$ cat config.mk
export PLATFORM = sky130hd
export DESIGN_NAME = hand_tracker_flat
export DESIGN_NICKNAME = d
export VERILOG_FILES = /design/src/rtl/hand_tracker_if.sv /design/src/rtl/hand_tracker.sv /design/src/flat_wrapper.sv
export SDC_FILE = /design/constraint.sdc
export NUM_CORES = 1
export LEC_CHECK = 0
export CAP_MARGIN = 20
export CORE_MARGIN = 2
export CORE_UTILIZATION = 40
export CTS_CLUSTER_DIAMETER = 100
export CTS_CLUSTER_SIZE = 30
export DETAILED_ROUTE_END_ITERATION = 10
export GPL_ROUTABILITY_DRIVEN = 0
export SKIP_LAST_GASP = 1
export SLEW_MARGIN = 20
export SYNTH_ARGS = -nofsm -noshare
export SYNTH_HDL_FRONTEND = slang
export SYNTH_SLANG_ARGS = --single-unit
$ cat constraint.sdc
create_clock -name clk -period 10.96 [get_ports clk]
set_input_delay 1.096 -clock clk [delete_from_list [all_inputs] [get_ports clk]]
set_output_delay 1.096 -clock clk [all_outputs]
set_load 0.05 [all_outputs]
$ cat src/rtl/hand_tracker_if.sv
// Sample and result bundle for the hand tracker.
// The producer of proximity samples (master) drives dat_valid/prox_dat and
// observes the filtered paddle outputs; the tracker core is the slave.
interface hand_tracker_if #(
   parameter int DAT_W = 16,
   parameter int POS_W = 9,
   parameter int VEL_W = 8
);
   logic             dat_valid;
   logic [DAT_W-1:0] prox_dat;
   logic [POS_W-1:0] handline;
   logic [VEL_W-1:0] hand_velocity;
   logic             hand_dir;
   logic             out_valid;
   logic             tracking;

   modport master (
      output dat_valid, prox_dat,
      input  handline, hand_velocity, hand_dir, out_valid, tracking
   );

   modport slave (
      input  dat_valid, prox_dat,
      output handline, hand_velocity, hand_dir, out_valid, tracking
   );
endinterface

$ cat src/rtl/hand_tracker.sv
// Hand tracker: turns a noisy proximity sensor stream into a paddle position.
// Samples pass a glitch filter, a moving-average window, an index-to-pixel
// scale with clamp, and finally a velocity/direction stage.
//
// state | meaning
// ------+----------------------------------------------------------------
// FILL  | window not yet full; accepted samples load it, no outputs issued
// TRACK | window full; every accepted sample yields an out_valid 3 cycles on
//
// Pipeline: stage 1 = accept/window (sum register), stage 2 = average,
// scale, clamp (position register), stage 3 = velocity and output registers.
module hand_tracker #(
   parameter int DAT_W      = 16,
   parameter int POS_W      = 9,
   parameter int VEL_W      = 8,
   parameter int LCD_H      = 309,
   parameter int AVG_LOG2   = 2,
   parameter int SHIFT      = 6,
   parameter int IDX_W      = 6,
   parameter int SCALE      = 5,
   parameter int GLITCH_TH  = 16'h0800,
   parameter int MAX_REJECT = 3
) (
   input logic          clk,
   input logic          rst,
   hand_tracker_if.slave bus
);

   localparam int N       = 1 << AVG_LOG2;
   localparam int SUM_W   = DAT_W + AVG_LOG2;
   localparam int FILL_W  = (AVG_LOG2 > 0) ? AVG_LOG2 : 1;
   localparam int REJ_W   = (MAX_REJECT > 0) ? $clog2(MAX_REJECT + 1) : 1;
   localparam int IDX_LSB = SHIFT + AVG_LOG2;
   localparam int DIFF_W  = POS_W + VEL_W;

   localparam logic [DAT_W-1:0]  TH        = DAT_W'(GLITCH_TH);
   localparam logic [REJ_W-1:0]  REJ_MAX   = REJ_W'(MAX_REJECT);
   localparam logic [FILL_W-1:0] FILL_LOAD = FILL_W'(N - 1);
   localparam logic [31:0]       LCD_H_W   = 32'(LCD_H);
   localparam logic [POS_W-1:0]  LCD_H_P   = POS_W'(LCD_H);
   localparam logic [DIFF_W-1:0] VEL_MAX   = DIFF_W'((1 << VEL_W) - 1);

   typedef enum logic [0:0] {
      FILL  = 1'b0,
      TRACK = 1'b1
   } state_t;

   // stage 1: filter and window
   state_t            state;
   logic              have_acc;
   logic [DAT_W-1:0]  last_acc;
   logic [REJ_W-1:0]  rej_cnt;
   logic [FILL_W-1:0] fill_cnt;
   logic [DAT_W-1:0]  win [N];
   logic [SUM_W-1:0]  sum;
   logic              s1_valid;
   logic              track_flag;

   // stage 2: position
   logic              s2_valid;
   logic [POS_W-1:0]  pos2;

   // stage 3: outputs (line_pos doubles as prev_pos for the velocity)
   logic              have_prev;
   logic [POS_W-1:0]  line_pos;
   logic [VEL_W-1:0]  velocity;
   logic              dir_up;
   logic              pulse;

   // combinational helpers
   logic [DAT_W-1:0]  delta;
   logic              accept;
   logic              reject;
   logic [SUM_W-1:0]  sum_next;
   logic [IDX_W-1:0]  idx;
   logic [31:0]       prod;
   logic [POS_W-1:0]  pos_c;
   logic [POS_W-1:0]  pos_diff;
   logic [DIFF_W-1:0] pos_diff_ext;
   logic [VEL_W-1:0]  vel_c;

   // glitch filter decision: an out-of-threshold sample is still taken once
   // MAX_REJECT consecutive rejects have piled up, so a real jump resyncs
   always_comb begin
      delta    = '0;
      accept   = 1'b0;
      reject   = 1'b0;
      sum_next = sum + SUM_W'(bus.prox_dat) - SUM_W'(win[N-1]);
      if (bus.prox_dat >= last_acc) begin
         delta = bus.prox_dat - last_acc;
      end else begin
         delta = last_acc - bus.prox_dat;
      end
      if (bus.dat_valid) begin
         if (!have_acc || (delta < TH) || (rej_cnt == REJ_MAX)) begin
            accept = 1'b1;
         end else begin
            reject = 1'b1;
         end
      end
   end

   // FILL/TRACK sequencing plus the accept/window stage
   always_ff @(posedge clk) begin
      if (rst) begin
         state      <= FILL;
         track_flag <= 1'b0;
         have_acc   <= 1'b0;
         last_acc   <= '0;
         rej_cnt    <= '0;
         fill_cnt   <= FILL_LOAD;
         sum        <= '0;
         s1_valid   <= 1'b0;
         for (int i = 0; i < N; i++) begin
            win[i] <= '0;
         end
      end else begin
         s1_valid <= 1'b0;
         if (accept) begin
            have_acc <= 1'b1;
            last_acc <= bus.prox_dat;
            rej_cnt  <= '0;
            sum      <= sum_next;
            win[0]   <= bus.prox_dat;
            for (int i = 1; i < N; i++) begin
               win[i] <= win[i-1];
            end
            case (state)
               FILL: begin
                  if (fill_cnt == '0) begin
                     state      <= TRACK;
                     track_flag <= 1'b1;
                     s1_valid   <= 1'b1;
                  end else begin
                     fill_cnt <= fill_cnt - 1'b1;
                  end
               end
               TRACK: begin
                  s1_valid <= 1'b1;
               end
               default: begin
                  state      <= FILL;
                  track_flag <= 1'b0;
               end
            endcase
         end else if (reject) begin
            rej_cnt <= rej_cnt + 1'b1;
         end
      end
   end

   // average is a plain bit-select of the sum; product kept wide for the clamp
   always_comb begin
      idx   = sum[IDX_LSB +: IDX_W];
      prod  = 32'(idx) * 32'(SCALE);
      pos_c = POS_W'(prod);
      if (prod > LCD_H_W) begin
         pos_c = LCD_H_P;
      end
   end

   // stage 2: register the scaled, clamped position
   always_ff @(posedge clk) begin
      if (rst) begin
         s2_valid <= 1'b0;
         pos2     <= '0;
      end else begin
         s2_valid <= s1_valid;
         if (s1_valid) begin
            pos2 <= pos_c;
         end
      end
   end

   // magnitude of the position step, saturated to the velocity width
   always_comb begin
      pos_diff = '0;
      if (pos2 > line_pos) begin
         pos_diff = pos2 - line_pos;
      end else begin
         pos_diff = line_pos - pos2;
      end
      pos_diff_ext = DIFF_W'(pos_diff);
      vel_c        = VEL_W'(pos_diff_ext);
      if (pos_diff_ext > VEL_MAX) begin
         vel_c = '1;
      end
   end

   // stage 3: output registers; the first result after fill seeds prev_pos
   always_ff @(posedge clk) begin
      if (rst) begin
         have_prev <= 1'b0;
         line_pos  <= '0;
         velocity  <= '0;
         dir_up    <= 1'b0;
         pulse     <= 1'b0;
      end else begin
         pulse <= s2_valid;
         if (s2_valid) begin
            have_prev <= 1'b1;
            line_pos  <= pos2;
            if (have_prev) begin
               velocity <= vel_c;
               dir_up   <= (pos2 > line_pos);
            end else begin
               velocity <= '0;
               dir_up   <= 1'b0;
            end
         end
      end
   end

   assign bus.handline      = line_pos;
   assign bus.hand_velocity = velocity;
   assign bus.hand_dir      = dir_up;
   assign bus.out_valid     = pulse;
   assign bus.tracking      = track_flag;

endmodule

$ cat src/flat_wrapper.sv
// flat-port wrapper written by rule: the top's interface ports become plain ports
module hand_tracker_flat 
#(
   parameter int DAT_W      = 16,
   parameter int POS_W      = 9,
   parameter int VEL_W      = 8,
   parameter int LCD_H      = 309,
   parameter int AVG_LOG2   = 2,
   parameter int SHIFT      = 6,
   parameter int IDX_W      = 6,
   parameter int SCALE      = 5,
   parameter int GLITCH_TH  = 16'h0800,
   parameter int MAX_REJECT = 3
)
  (clk, rst, bus_dat_valid, bus_prox_dat, bus_handline, bus_hand_velocity, bus_hand_dir, bus_out_valid, bus_tracking);
  hand_tracker_if #(.DAT_W(DAT_W), .POS_W(POS_W), .VEL_W(VEL_W)) bus_i ();
  input logic clk;
  input logic rst;
  input wire logic [$bits(bus_i.dat_valid)-1:0] bus_dat_valid;
  input wire logic [$bits(bus_i.prox_dat)-1:0] bus_prox_dat;
  output wire logic [$bits(bus_i.handline)-1:0] bus_handline;
  output wire logic [$bits(bus_i.hand_velocity)-1:0] bus_hand_velocity;
  output wire logic [$bits(bus_i.hand_dir)-1:0] bus_hand_dir;
  output wire logic [$bits(bus_i.out_valid)-1:0] bus_out_valid;
  output wire logic [$bits(bus_i.tracking)-1:0] bus_tracking;
  assign bus_i.dat_valid = bus_dat_valid;
  assign bus_i.prox_dat = bus_prox_dat;
  assign bus_handline = bus_i.handline;
  assign bus_hand_velocity = bus_i.hand_velocity;
  assign bus_hand_dir = bus_i.hand_dir;
  assign bus_out_valid = bus_i.out_valid;
  assign bus_tracking = bus_i.tracking;
  hand_tracker #(.DAT_W(DAT_W), .POS_W(POS_W), .VEL_W(VEL_W), .LCD_H(LCD_H), .AVG_LOG2(AVG_LOG2), .SHIFT(SHIFT), .IDX_W(IDX_W), .SCALE(SCALE), .GLITCH_TH(GLITCH_TH), .MAX_REJECT(MAX_REJECT)) u_core (.clk(clk), .rst(rst), .bus(bus_i));
endmodule
### Word level (Yosys, flattened, before mapping)

Memory sizes are Yosys's and may differ from the RTL's.
Index checks and enable logic that the tools add are counted.

| word-level totals | value |
|---|---|
| latch bits | 0 |
| flip-flop bits (word level) | 72 |
| bits of input ports | 19 |
| bits in writable memories | 64 |
| word-level logic and storage cells | 68 |
| ROM bits | 0 |
| memories kept | 1 |

| cells by class | value |
|---|---|
| reductions and logical operators | 8 |
| bitwise logic cells | 7 |
| muxes and demuxes | 22 |
| $add $sub $neg | 8 |
| shift-type cells | 0 |
| multipliers | 1 |
| magnitude comparators | 5 |
| equal/unequal tests | 1 |
| div/mod/pow operators | 0 |

Memories:

| name | depth | bits a word | read ports | clocked after memory_dff | write ports | RTL line | source |
|---|---|---|---|---|---|---|---|
| u_core.win | 4 | 16 | 4 | 0 | 4 | hand_tracker.sv:54 | `logic [DAT_W-1:0] win [N];` |

Operators with widths:

| cell | count |
|---|---|
| $mux W16 | 5 |
| $sub A16 B16 Y16 | 2 |
| $add A18 B16 Y18 | 1 |
| $mux W9 | 2 |
| $sub A18 B16 Y18 | 1 |
| $sub A9 B9 Y9 | 2 |
| $ge A16 B16 Y1 | 1 |
| $lt A16 B12 Y1 const B | 1 |
| $mux W8 | 2 |
| $mux W1 | 12 |
| $gt A9 B8 Y1 const B | 1 |
| $gt A9 B9 Y1 | 1 |
| $gt A9 B9 Y1 const B | 1 |
| $mul A6 B3 Y9 const B | 1 |
| $reduce_and A3 Y1 | 2 |
| $or A1 B1 Y1 | 4 |
| $reduce_or A2 Y1 | 2 |
| $not A1 Y1 | 3 |
| $add A2 B1 Y2 const B | 1 |
| $eq A2 B2 Y1 const B | 1 |
| $logic_not A2 Y1 | 1 |
| $logic_or A1 B1 Y1 | 2 |
| $pmux W1 S2 | 1 |
| $sub A2 B1 Y2 const B | 1 |
| $logic_not A1 Y1 | 1 |

### Logic depth before layout (Yosys ltp)

Gate-level depths: netlist (run 1).

| depth | value |
|---|---|
| word-level depth | 11 |
| gate-level depth with buffers | 15 |

### Worst setup path before layout (run 1)

Ideal clock, no wire load.

| timing path | value |
|---|---|
| path type | in2reg |
| from | input port bus_prox_dat[9] |
| to | memory u_core.win[0][0] (enable) |
| stages | 12 |
| slack | 6.069 ns |
| path buffers | 2 |
| arrival | 4.475 ns |
| cells stage by stage | inv_1 -> ha_1 -> buf_2 -> a21oi_2 -> o21ai_1 -> a2111oi_1 -> a31oi_1 -> xor2_1 -> nor4_2 -> o311ai_4 -> buf_2 -> nand2_1 |

RTL lines:

| item | RTL line | source |
|---|---|---|
| start: declaration | flat_wrapper.sv:20 | `input wire logic [$bits(bus_i.prox_dat)-1:0] bus_prox_dat;` |
| end: declaration | hand_tracker.sv:54 |  |

### Final worst setup path (run 1)

| timing path | value |
|---|---|
| from | input port bus_prox_dat[12] |
| to | register u_core.sum[2] |

| on the way | value |
|---|---|
| word-level cells in the longest chain between the ends | 7 |

Ends and longest elaborated chain:

| item | RTL line | source |
|---|---|---|
| $sub A16 B16 Y16 (tied with other cells) | hand_tracker.sv:92 | `delta = last_acc - bus.prox_dat;` |
| $mux W16 (*) | hand_tracker.sv:89 | `if (bus.prox_dat >= last_acc) begin` |
| $lt A16 B12 Y1 (*) | hand_tracker.sv:95 | `if (!have_acc \|\| (delta < TH) \|\| (rej_cnt == REJ_MAX)) begin` |
| $logic_or A1 B1 Y1 (*) (2 in a row) | hand_tracker.sv:95 |  |
| $mux W1 (*) | hand_tracker.sv:95 |  |
| $mux W1 (*) | hand_tracker.sv:94 | `if (bus.dat_valid) begin` |
| end signal: assignment | hand_tracker.sv:123 | `sum <= sum_next;` |
| end: declaration | hand_tracker.sv:55 | `logic [SUM_W-1:0] sum;` |

Every way passes the cells marked *; elsewhere a longest branch is shown, timed or not.
A chain may end at the register's enable or synchronous reset.

==> impl_metrics.yaml, run 1 <==
outcome:
  status: "finished, final reports clean"
setup_path:
  cp.required_ns: 11.23
  crit_slowest_cell: "buf_4"
  cp_num_buf_inv: 3
  critPathMaxFanout: 43
  critPathCaptureType: "flop"
  reg2reg_slack_ns: 7.17
  cp_cell_sequence: "clkdlybuf4s50_1 -> inv_1 -> ha_1 -> a21oi_1 -> a21oi_1 -> nor2_1 -> o211ai_1 -> xnor2_1 -> and4_1 -> o311ai_4 -> buf_4 -> mux2i_1 -> nor2_1"
  crit_family: "compound AO/OA/AOI/OAI gates"
  start_kind: "primary input"
  cp.arrival_ns: 5.08
  critPathKind: "primary input to flop"
  cpPeakStageDelay_ns: 0.64
final_layout:
  fin_util: 0.4686
  final_area_um2: 9090
  nNetsFinal: 950
  area_delta_synth_final_pct: 15.39
  drive_above_1_share: 0.08294
  n_antenna_cell: 0
synth:
  synth-seq-cells: 124
  synth.avg_cell_area_um2: 9.666
  syn_inst: 815
  ys_seq_area_frac: 0.3863
  synth_area_leaders: "edfxtp_1 (21%), dfxtp_1 (17%), ha_1 (11%), inv_1 (5.6%), fa_1 (4.1%)"
  synth_top_area_cell: "edfxtp_1"
  synth.distinct_cells: 74
  synthArstFlopShare: 0
  synth_warnings: 0
  synthesis.area_um2: 7878
  synth_flop_cell: "dfxtp_1"
  synth_edf_count: 56
  synth_top_area_share: 0.2135
  syn_nets: 922
route:
  drc: 0
  vias_per_cell: 5.144
  ant_nets: 0
  vias: 5766
  wl_per_cell_um: 14.62
  firstDrtPassIters: 7
  wl_um: 16390
  drtIter0Drc: 342
power_and_ir_drop:
  p_leak_nw: 3.793
  power_density_nw_per_um2: 185.4
  ir_worst_vdd_mv: 0.1314
die:
  dieArea_um2: 20830
  fp-row-count: 51
  die_h_um: 144.3
  io_pins: 39
  start_util: 0.4061
  coreArea_um2: 19400
  die_width_um: 144.3
clock_tree:
  cts_root_buf: "clkbuf_16"
  clkTransAtPathRegs_ns: 0.06
  htreeDepth: 4
  clkSinkCount: 124
  clock_latency_ns: 0.42
  cts_buffers: 17
  cts_resized: 0
  clk_path_buf_depth: 2
  ctsHoldBuffers: 0
  cts_setup_buffers: 0
  cts_tree: "done"
timing:
  fin_crit_ns: 4.812
  hold_violations: 0
  fmax_mhz: 207.8
  slew_headroom: 0.3136
  worst-slew-pin-transition_ns: 1.028
  setup_tns_ns: 0
  final.period_utilization: 0.4390
  rsz0062_at_grt: "false"
  drv_slew: 0
  finalSetupViolations: 0
  fin_worst_skew_ns: 0.007384
global_route:
  grt_max_degree: 69
  antenna_found_initial: 0
  overflow: 0
  grt_use_total: 0.1642
  grt_first_pass_wirelength_um: 26970
  grt_pass1_vias: 5418
place:
  port_buffers: 38
  placed_area_um2: 8464
  dp_hpwl_um: 11740
worst_hold_path:
  min-delay-path-class: "flop to flop"
job:
  cap_violations: 0
-- layout make-up --
cell class | count | area (um^2)
multi-input combinational | 540 | 4242
tap | 265 | 331.6
timing repair buffer | 42 | 405.4
clock buffer | 17 | 425.4
sequential | 124 | 3043
fill | 1866 | 10310
clock inverter | 15 | 200.2
inverter | 118 | 442.9
-- cells by family after synthesis --
kind of cell / count (synthesis) / share of synthesized area
flops: 124 / 0.3863
buf+inv: 151 / 0.07560
simple gates: 218 / 0.1504
mux: 32 / 0.04082
xor+xnor: 26 / 0.02891
compound gates: 176 / 0.1630
fa+ha+maj: 88 / 0.1550
-- power breakdown --
part	leakage [nW]	switching [mW]	internal, mW	total (mW)
clock	0.308	0.231	0.366	0.597
sequential	1.15	0.0299	0.536	0.566
combinational	2.33	0.292	0.231	0.523
-- through the flow --
stage / power [mW] / worst slack (ns) / cells / hold WS (ns)
6_report: 1.685 / 6.148 / 1121 / 0.4470
4_1_cts: 1.704 / 6.196 / 1121 / 0.4546
3_5_place_dp: 1.095 / 5.742 / 1089 / 0.4461
3_3_place_gp: 1.095 / 5.735 / 1089 / 0.4412
5_1_grt: 1.796 / 5.826 / 1121 / 0.4850
2_1_floorplan: 0.9862 / 6.069 / 815 / 0.4390
-- state kept, by name, indices dropped and copies added, names as in the netlist, 2 cells and up --
register	flops
u_core.bus.handline	9
u_core.sum	14
u_core.last_acc	16
u_core.rej_cnt	2
u_core.bus.hand_velocity	8
u_core.win	56
u_core.pos2	9
u_core.fill_cnt	2
-- path summary, 6_finish.rpt --
path,depth (start not counted),from,endpoint
min reg2reg,2,u_core.bus.tracking,u_core.bus.tracking
max reg2reg,10,u_core.last_acc[11],u_core.win[3][5]
min,2,u_core.bus.tracking,u_core.bus.tracking
max,13,bus_prox_dat[12],u_core.sum[2]
-- worst min-delay path: cells and delay by family, from the launching register on --
family                 cells  cell delay, ns
AO/OA/AOI/OAI              1            0.05
buffers and inverters      1            0.04
flip-flops                 1            0.31
-- Yosys cell counts, drive strengths merged, types with 3 or more instances --
cell type	instances
fa	16
o31a	4
a21o	10
inv	118
edfxtp	56
and2	43
dfxtp	68
nor2b	10
a21oi	41
nand4	7
buf	11
a31o	16
o32ai	6
o21ai	26
a21boi	4
a2bb2oi	4
o41ai	4
nor2	70
nand2	24
clkbuf	22
xnor2	22
a211oi	9
mux2i	31
a31oi	8
or3	3
o31ai	4
o21a	9
o22ai	4
nor3	25
ha	72
nand3	13
and3	3
xor2	4
nand2b	9
o211ai	6
a221oi	3
or2	3
-- layer usage --
| metal | global-route usage | vias to the layer above | part of all wire |
|---|---|---|---|
| met5 | 0 | - | 0 |
| met4 | 0.05621 | 0 | 0.016 |
| met3 | 0.02980 | 19 | 0.042 |
| met2 | 0.2617 | 138 | 0.46 |
| met1 | 0.2249 | 2730 | 0.49 |
| li1 | - | 2879 | - |
-- cells in the final DEF (no fill, tap or decap), types with 6 or more instances in the layout --
cell type,netlist,final
inv_1,118,118
ha_1,72,72
nor2_1,68,68
dfxtp_1,68,68
edfxtp_1,56,56
and2_1,43,43
a21oi_1,39,39
clkdlybuf4s50_1,0,37
mux2i_1,31,31
o21ai_0,24,24
nand2_1,24,23
xnor2_1,22,22
clkbuf_16,0,17
fa_1,16,16
nor3_2,15,15
a31o_1,15,15
nand3_1,13,13
nor2b_1,10,10
nor3_1,10,10
a21o_1,10,10
nand2b_1,9,9
o21a_1,9,9
a31oi_1,8,8
a211oi_1,8,8
nand4_1,7,7
o211ai_1,6,6
o32ai_1,6,6
inv_6,0,6
Power figures use the tool's default switching activity.
==> inputs of run 2 (changes only) <==
clock period = 4.2 ns   (was 10.96 ns; I/O delays follow)
==> run 2 against run 1 <==
Against the previous run:
- global-route usage is 0.056 points higher
- die area stayed put
- final area is 0.59% higher
- non-clock buffer count is 6 higher
- worst hold slack worse by 0.10 ns
- sequential power grew to 2.6 times the previous value
- via count is 0.62% lower
- wire length is 1.7% lower
- largest power group is now sequential cells
- highest routed layer unchanged
==> impl_metrics.yaml, run 2 (synthesis gave the netlist of run 1 again) <==
outcome:
  status: "finished, final reports clean"
final_layout:
  seq_area_um2: 3043
  reg.largest.list: "u_core.win x56, u_core.last_acc x16, u_core.sum x14"
  final_area_um2: 9144
  nNetsFinal: 956
  multi_input_area_um2: 4242
  n_fill_cell: 1874
  final_common_cell: "inv_1"
  area_delta_synth_final_pct: 16.07
  regMostFlops: "u_core.win"
  largest_register_ffs: 56
  n_antenna_cell: 0
  drive_above_1_share: 0.08701
  layout_common_cells: "inv_1 (118), ha_1 (72), nor2_1 (68), dfxtp_1 (68), edfxtp_1 (56)"
die:
  start_util: 0.4061
  coreArea_um2: 19400
  die_h_um: 144.3
  fp-row-count: 51
  io_pins: 39
  dieArea_um2: 20830
  die_width_um: 144.3
timing:
  finalSetupViolations: 0
  fmax_mhz: 275.1
  slew_headroom: 0.3106
  drv_slew: 0
  fin_crit_ns: 3.636
  rsz0062_at_grt: "false"
  fin_worst_skew_ns: 0.01163
  final.period_utilization: 0.8656
  worst-slew-pin-transition_ns: 1.033
  setup_tns_ns: 0
  layout_setup_ws_ns: 0.5643
  hold_violations: 0
global_route:
  grt_use_total: 0.1648
  grt_max_degree: 60
  antenna_found_initial: 0
  grt_first_pass_wirelength_um: 26830
  grt_pass1_vias: 5521
  overflow: 0
route:
  vias_per_cell: 5.084
  wl_per_cell_um: 14.30
  firstDrtPassIters: 4
  drtIter0Drc: 333
  vias: 5730
  ant_nets: 0
  drc: 0
  wl_um: 16120
place:
  dp_hpwl_um: 11910
  post-place-ws_ns: 0.1260
  placed_area_um2: 8559
  port_buffers: 38
setup_path:
  crit_slowest_cell: "clkdlybuf4s50_1"
  critPathCaptureType: "flop"
  cp.required_ns: 4.30
  critPathKind: "primary input to flop"
  start_kind: "primary input"
  cp_cell_sequence: "clkdlybuf4s50_1 -> inv_1 -> ha_1 -> nand4_1 -> nor3_1 -> o21ai_0 -> a21oi_2 -> mux2i_1 -> mux2i_1 -> o311ai_4 -> nand2_2 -> buf_4"
  critPathMaxFanout: 18
  cpPeakStageDelay_ns: 0.48
  cp.arrival_ns: 3.74
  crit_path_frequent_cell: "mux2i_1"
clock_tree:
  cts_setup_buffers: 0
  cts_buffers: 17
  clkTransAtPathRegs_ns: 0.06
  htreeDepth: 4
  clock_latency_ns: 0.42
  clkSinkCount: 124
  clk_path_buf_depth: 2
  cts_root_buf: "clkbuf_16"
  cts_tree: "done"
  cts_resized: 0
  ctsHoldBuffers: 0
worst_hold_path:
  min-delay-path-class: "primary input to flop"
power_and_ir_drop:
  power_density_nw_per_um2: 469.2
  ir_worst_vdd_mv: 0.2494
  p_leak_nw: 3.814
job:
  cap_violations: 0
run 2: path summary, 6_finish.rpt:
| kind | startpoint | to | slack [ns] | cells after the start |
|---|---|---|---|---|
| setup / recovery | bus_prox_dat[9] | u_core.win[0][12] | 0.56 | 12 |
| hold / removal | rst | u_core.last_acc[14] | 0.34 | 2 |
| setup reg to reg | u_core.last_acc[9] | u_core.win[0][12] | 0.85 | 10 |
| hold reg to reg | u_core.bus.tracking | u_core.bus.tracking | 0.45 | 2 |
run 2: stage by stage:
stage	hold slack (ns)	instances	util	power [mW]
final	0.3443	1127	0.4714	4.290
after global routing	0.3490	1127	0.4714	4.583
after CTS	0.3293	1127	0.4714	4.334
after detailed placement	0.4588	1095	0.4412	2.867
after global placement	0.4487	1095	0.4412	2.858
after floorplan	0.4390	815	-	2.573
run 2: where the power goes:
part | leakage [nW] | total [mW] | switching [mW] | internal [mW]
clock | 0.282 | 1.45 | 0.559 | 0.892
sequential | 1.15 | 1.48 | 0.0791 | 1.40
combinational | 2.38 | 1.36 | 0.740 | 0.622
run 2: layout make-up:
type                    instances  area share
clock inverters                13     0.01546
multi-input cells             540      0.4639
clock buffers                  19     0.04844
flip-flops and latches        124      0.3328
inverters                     118     0.04844
well taps                     265     0.03626
repair buffers                 48     0.05473
run 2: per-layer routing:
layer,up-vias,GRT usage,share of wire
li1,2899,-,-
met1,2692,0.2119,0.48
met2,116,0.2676,0.46
met3,23,0.03709,0.034
met4,0,0.06898,0.023
met5,-,0,0
run 2: worst max-delay path: cells and delay by family:
family,cells,cell delay (ns)
muxes,2,0.61
AOI/OAI and AO/OA,3,0.73
and+or+nand+nor,3,0.62
buffers and inverters,3,0.89
adders and majority gates,1,0.47
==> inputs of run 3 (changes only) <==
ABC_AREA = 1   (was not set)
==> run 3 against run 2 <==
Against the previous run:
- first-iteration DRC count shrank 11%
- flip-flop and latch count unchanged
- area after synthesis rose by 3.8%
- global-route usage increased by 0.82 points
- non-clock buffer count shrank 2
==> impl_metrics.yaml, run 3 <==
synth:
  ys_seq_area_frac: 0.3721
  synth.distinct_cells: 43
  synth_adder_area_share: 0.1493
  synthArstFlopShare: 0
  synth_top_area_cell: "edfxtp_1"
  synth_warnings: 0
  synth_area_leaders: "edfxtp_1 (21%), dfxtp_1 (17%), ha_1 (11%), nand2_1 (11%), inv_1 (9.9%)"
  synth-seq-cells: 124
  synth_top_area_share: 0.2056
  synth_compound_area_frac: 0.09578
  synth_flop_cell: "dfxtp_1"
  synth_edf_count: 56
  synthXorXnorAreaFrac: 0.03534
  synthesis.area_um2: 8178
  synth_mux_area_frac: 0
  syn_inst: 1061
  synth.avg_cell_area_um2: 7.708
  synth_common_cells: "nand2_1 (239), inv_1 (216), nor2_1 (80)"
  synth_top_family_by_area: "simple AND/OR/NAND/NOR gates"
  synth-simple-area-share: 0.2275
  synth.most_common_cell: "nand2_1"
  syn_nets: 1168
final_layout:
  regMostFlops: "u_core.win"
  n_antenna_cell: 0
  multi_input_area_um2: 4156
  area_delta_synth_final_pct: 15.24
  drive_above_1_share: 0.06475
  nNetsFinal: 1206
  seq_area_um2: 3043
  final_common_cell: "nand2_1"
  n_fill_cell: 2056
  reg.largest.list: "u_core.win x56, u_core.last_acc x16, u_core.sum x14"
  largest_register_ffs: 56
  layout_common_cells: "nand2_1 (238), inv_1 (216), nor2_1 (80), ha_1 (72), dfxtp_1 (68)"
  fin_util: 0.4672
die:
  io_pins: 39
  fp-row-count: 52
  coreArea_um2: 20170
  start_util: 0.4055
  die_h_um: 147.0
  die_width_um: 147.0
  dieArea_um2: 21600
setup_path:
  crit_path_frequent_cell: "nand2_1"
  cpPeakStageDelay_ns: 0.54
  start_kind: "primary input"
  cp.required_ns: 4.48
  cp.arrival_ns: 3.48
  critPathMaxFanout: 30
  critPathCaptureType: "flop"
  cp_cell_sequence: "clkdlybuf4s50_1 -> inv_1 -> ha_1 -> a21oi_1 -> nor2_1 -> a211oi_1 -> nand2_1 -> a21oi_1 -> nand2_1 -> nand2_1 -> nand3_2 -> nand2_4 -> nand3_4 -> buf_12 -> nor2_1"
  crit_slowest_cell: "clkdlybuf4s50_1"
  critPathKind: "primary input to flop"
timing:
  finalSetupViolations: 0
  final.period_utilization: 0.7617
  fmax_mhz: 312.6
  hold_violations: 0
  rsz0062_at_grt: "false"
  hold_ws_ns: 0.4534
  fin_crit_ns: 3.199
  drv_slew: 0
  worst-slew-pin-transition_ns: 0.7613
  setup_tns_ns: 0
  slew_headroom: 0.4881
  layout_setup_ws_ns: 1.001
  fin_worst_skew_ns: 0.01123
global_route:
  grt_use_total: 0.1729
  grt_max_degree: 47
  grt_first_pass_wirelength_um: 29890
  overflow: 0
  grt_pass1_vias: 6111
  antenna_found_initial: 0
route:
  wl_per_cell_um: 12.76
  wl_um: 17640
  ant_nets: 0
  drc: 0
  vias_per_cell: 4.673
  vias: 6458
  firstDrtPassIters: 7
  drtIter0Drc: 295
clock_tree:
  cts_tree: "done"
  clkTransAtPathRegs_ns: 0.06
  htreeDepth: 4
  cts_buffers: 17
  cts_root_buf: "clkbuf_16"
  clk_path_buf_depth: 2
  cts_resized: 0
  ctsHoldBuffers: 0
  clkSinkCount: 124
  cts_setup_buffers: 0
  clock_latency_ns: 0.42
place:
  port_buffers: 38
  post-place-ws_ns: 0.5925
  dp_hpwl_um: 13270
outcome:
  status: "finished, final reports clean"
power_and_ir_drop:
  ir_worst_vdd_mv: 0.3822
  p_leak_nw: 4.413
  power_mw: 4.293
  power_density_nw_per_um2: 455.6
job:
  cap_violations: 0
worst_hold_path:
  min-delay-path-class: "flop to flop"
## run 3: changes by cell type after synthesis, moves of 11 or more
cell and delta:
a21oi_1 +27, a31o_1 -15, and2_1 -42, inv_1 +98, mux2i_1 -31, nand2_1 +215, nand3_1 +45, nor2_1 +12
nor2_2 +11, nor3_2 -14, o21ai_0 +30, xnor2_1 -11, xor2_1 +18
## run 3: kinds of logic (layout without fill, tap and decap cells)
kind of cell / Yosys count / in the layout
flip-flops: 124 / 124
AND/OR/NAND/NOR: 425 / 425
adder cells (fa/ha/maj): 88 / 88
AO/OA/AOI/OAI: 144 / 144
XOR/XNOR: 33 / 33
buffers and inverters: 247 / 298
## run 3: cell type report
cell class | count | share of cell area
repair buffers | 46 | 0.05072
clock inverters | 13 | 0.01593
inverters | 220 | 0.08763
clock buffers | 19 | 0.04594
multi-input cells | 690 | 0.4411
well taps | 270 | 0.03585
flip-flops and latches | 124 | 0.3229
## run 3: worst paths after layout
kind                                          start            endpoint  slack [ns]  cells past startpoint
worst max-delay path               bus_prox_dat[13]    u_core.win[3][4]        1.00                     15
worst max register to register  u_core.last_acc[13]    u_core.win[3][4]        1.34                     13
worst min register to register   u_core.fill_cnt[1]  u_core.fill_cnt[1]        0.45                      2
worst min-delay path             u_core.fill_cnt[1]  u_core.fill_cnt[1]        0.45                      2
## run 3: where the power goes
group | leakage, nW | internal, mW | switching (mW) | total [mW]
combinational | 2.98 | 0.540 | 0.837 | 1.38
clock | 0.271 | 0.923 | 0.530 | 1.45
sequential | 1.16 | 1.38 | 0.0776 | 1.46
## run 3: worst max-delay path: cells and delay by family
kind | cells | cell delay, ns
adder cells (fa/ha/maj) | 1 | 0.44
buffers and inverters | 3 | 0.94
AND/OR/NAND/NOR | 8 | 0.97
AO/OA/AOI/OAI | 3 | 0.68
## run 3: through the flow
stage,instances,instance area [um^2]
floorplan,1061,8178
detailed placement,1350,8841
global placement,1350,8841
finish,1382,9424
global route,1382,9424
CTS,1382,9424
## run 3: routing by layer
layer	global-route usage	part of all wire
met4	0.04375	0.013
met3	0.03292	0.032
met2	0.3049	0.50
met1	0.2188	0.46
met5	0	0
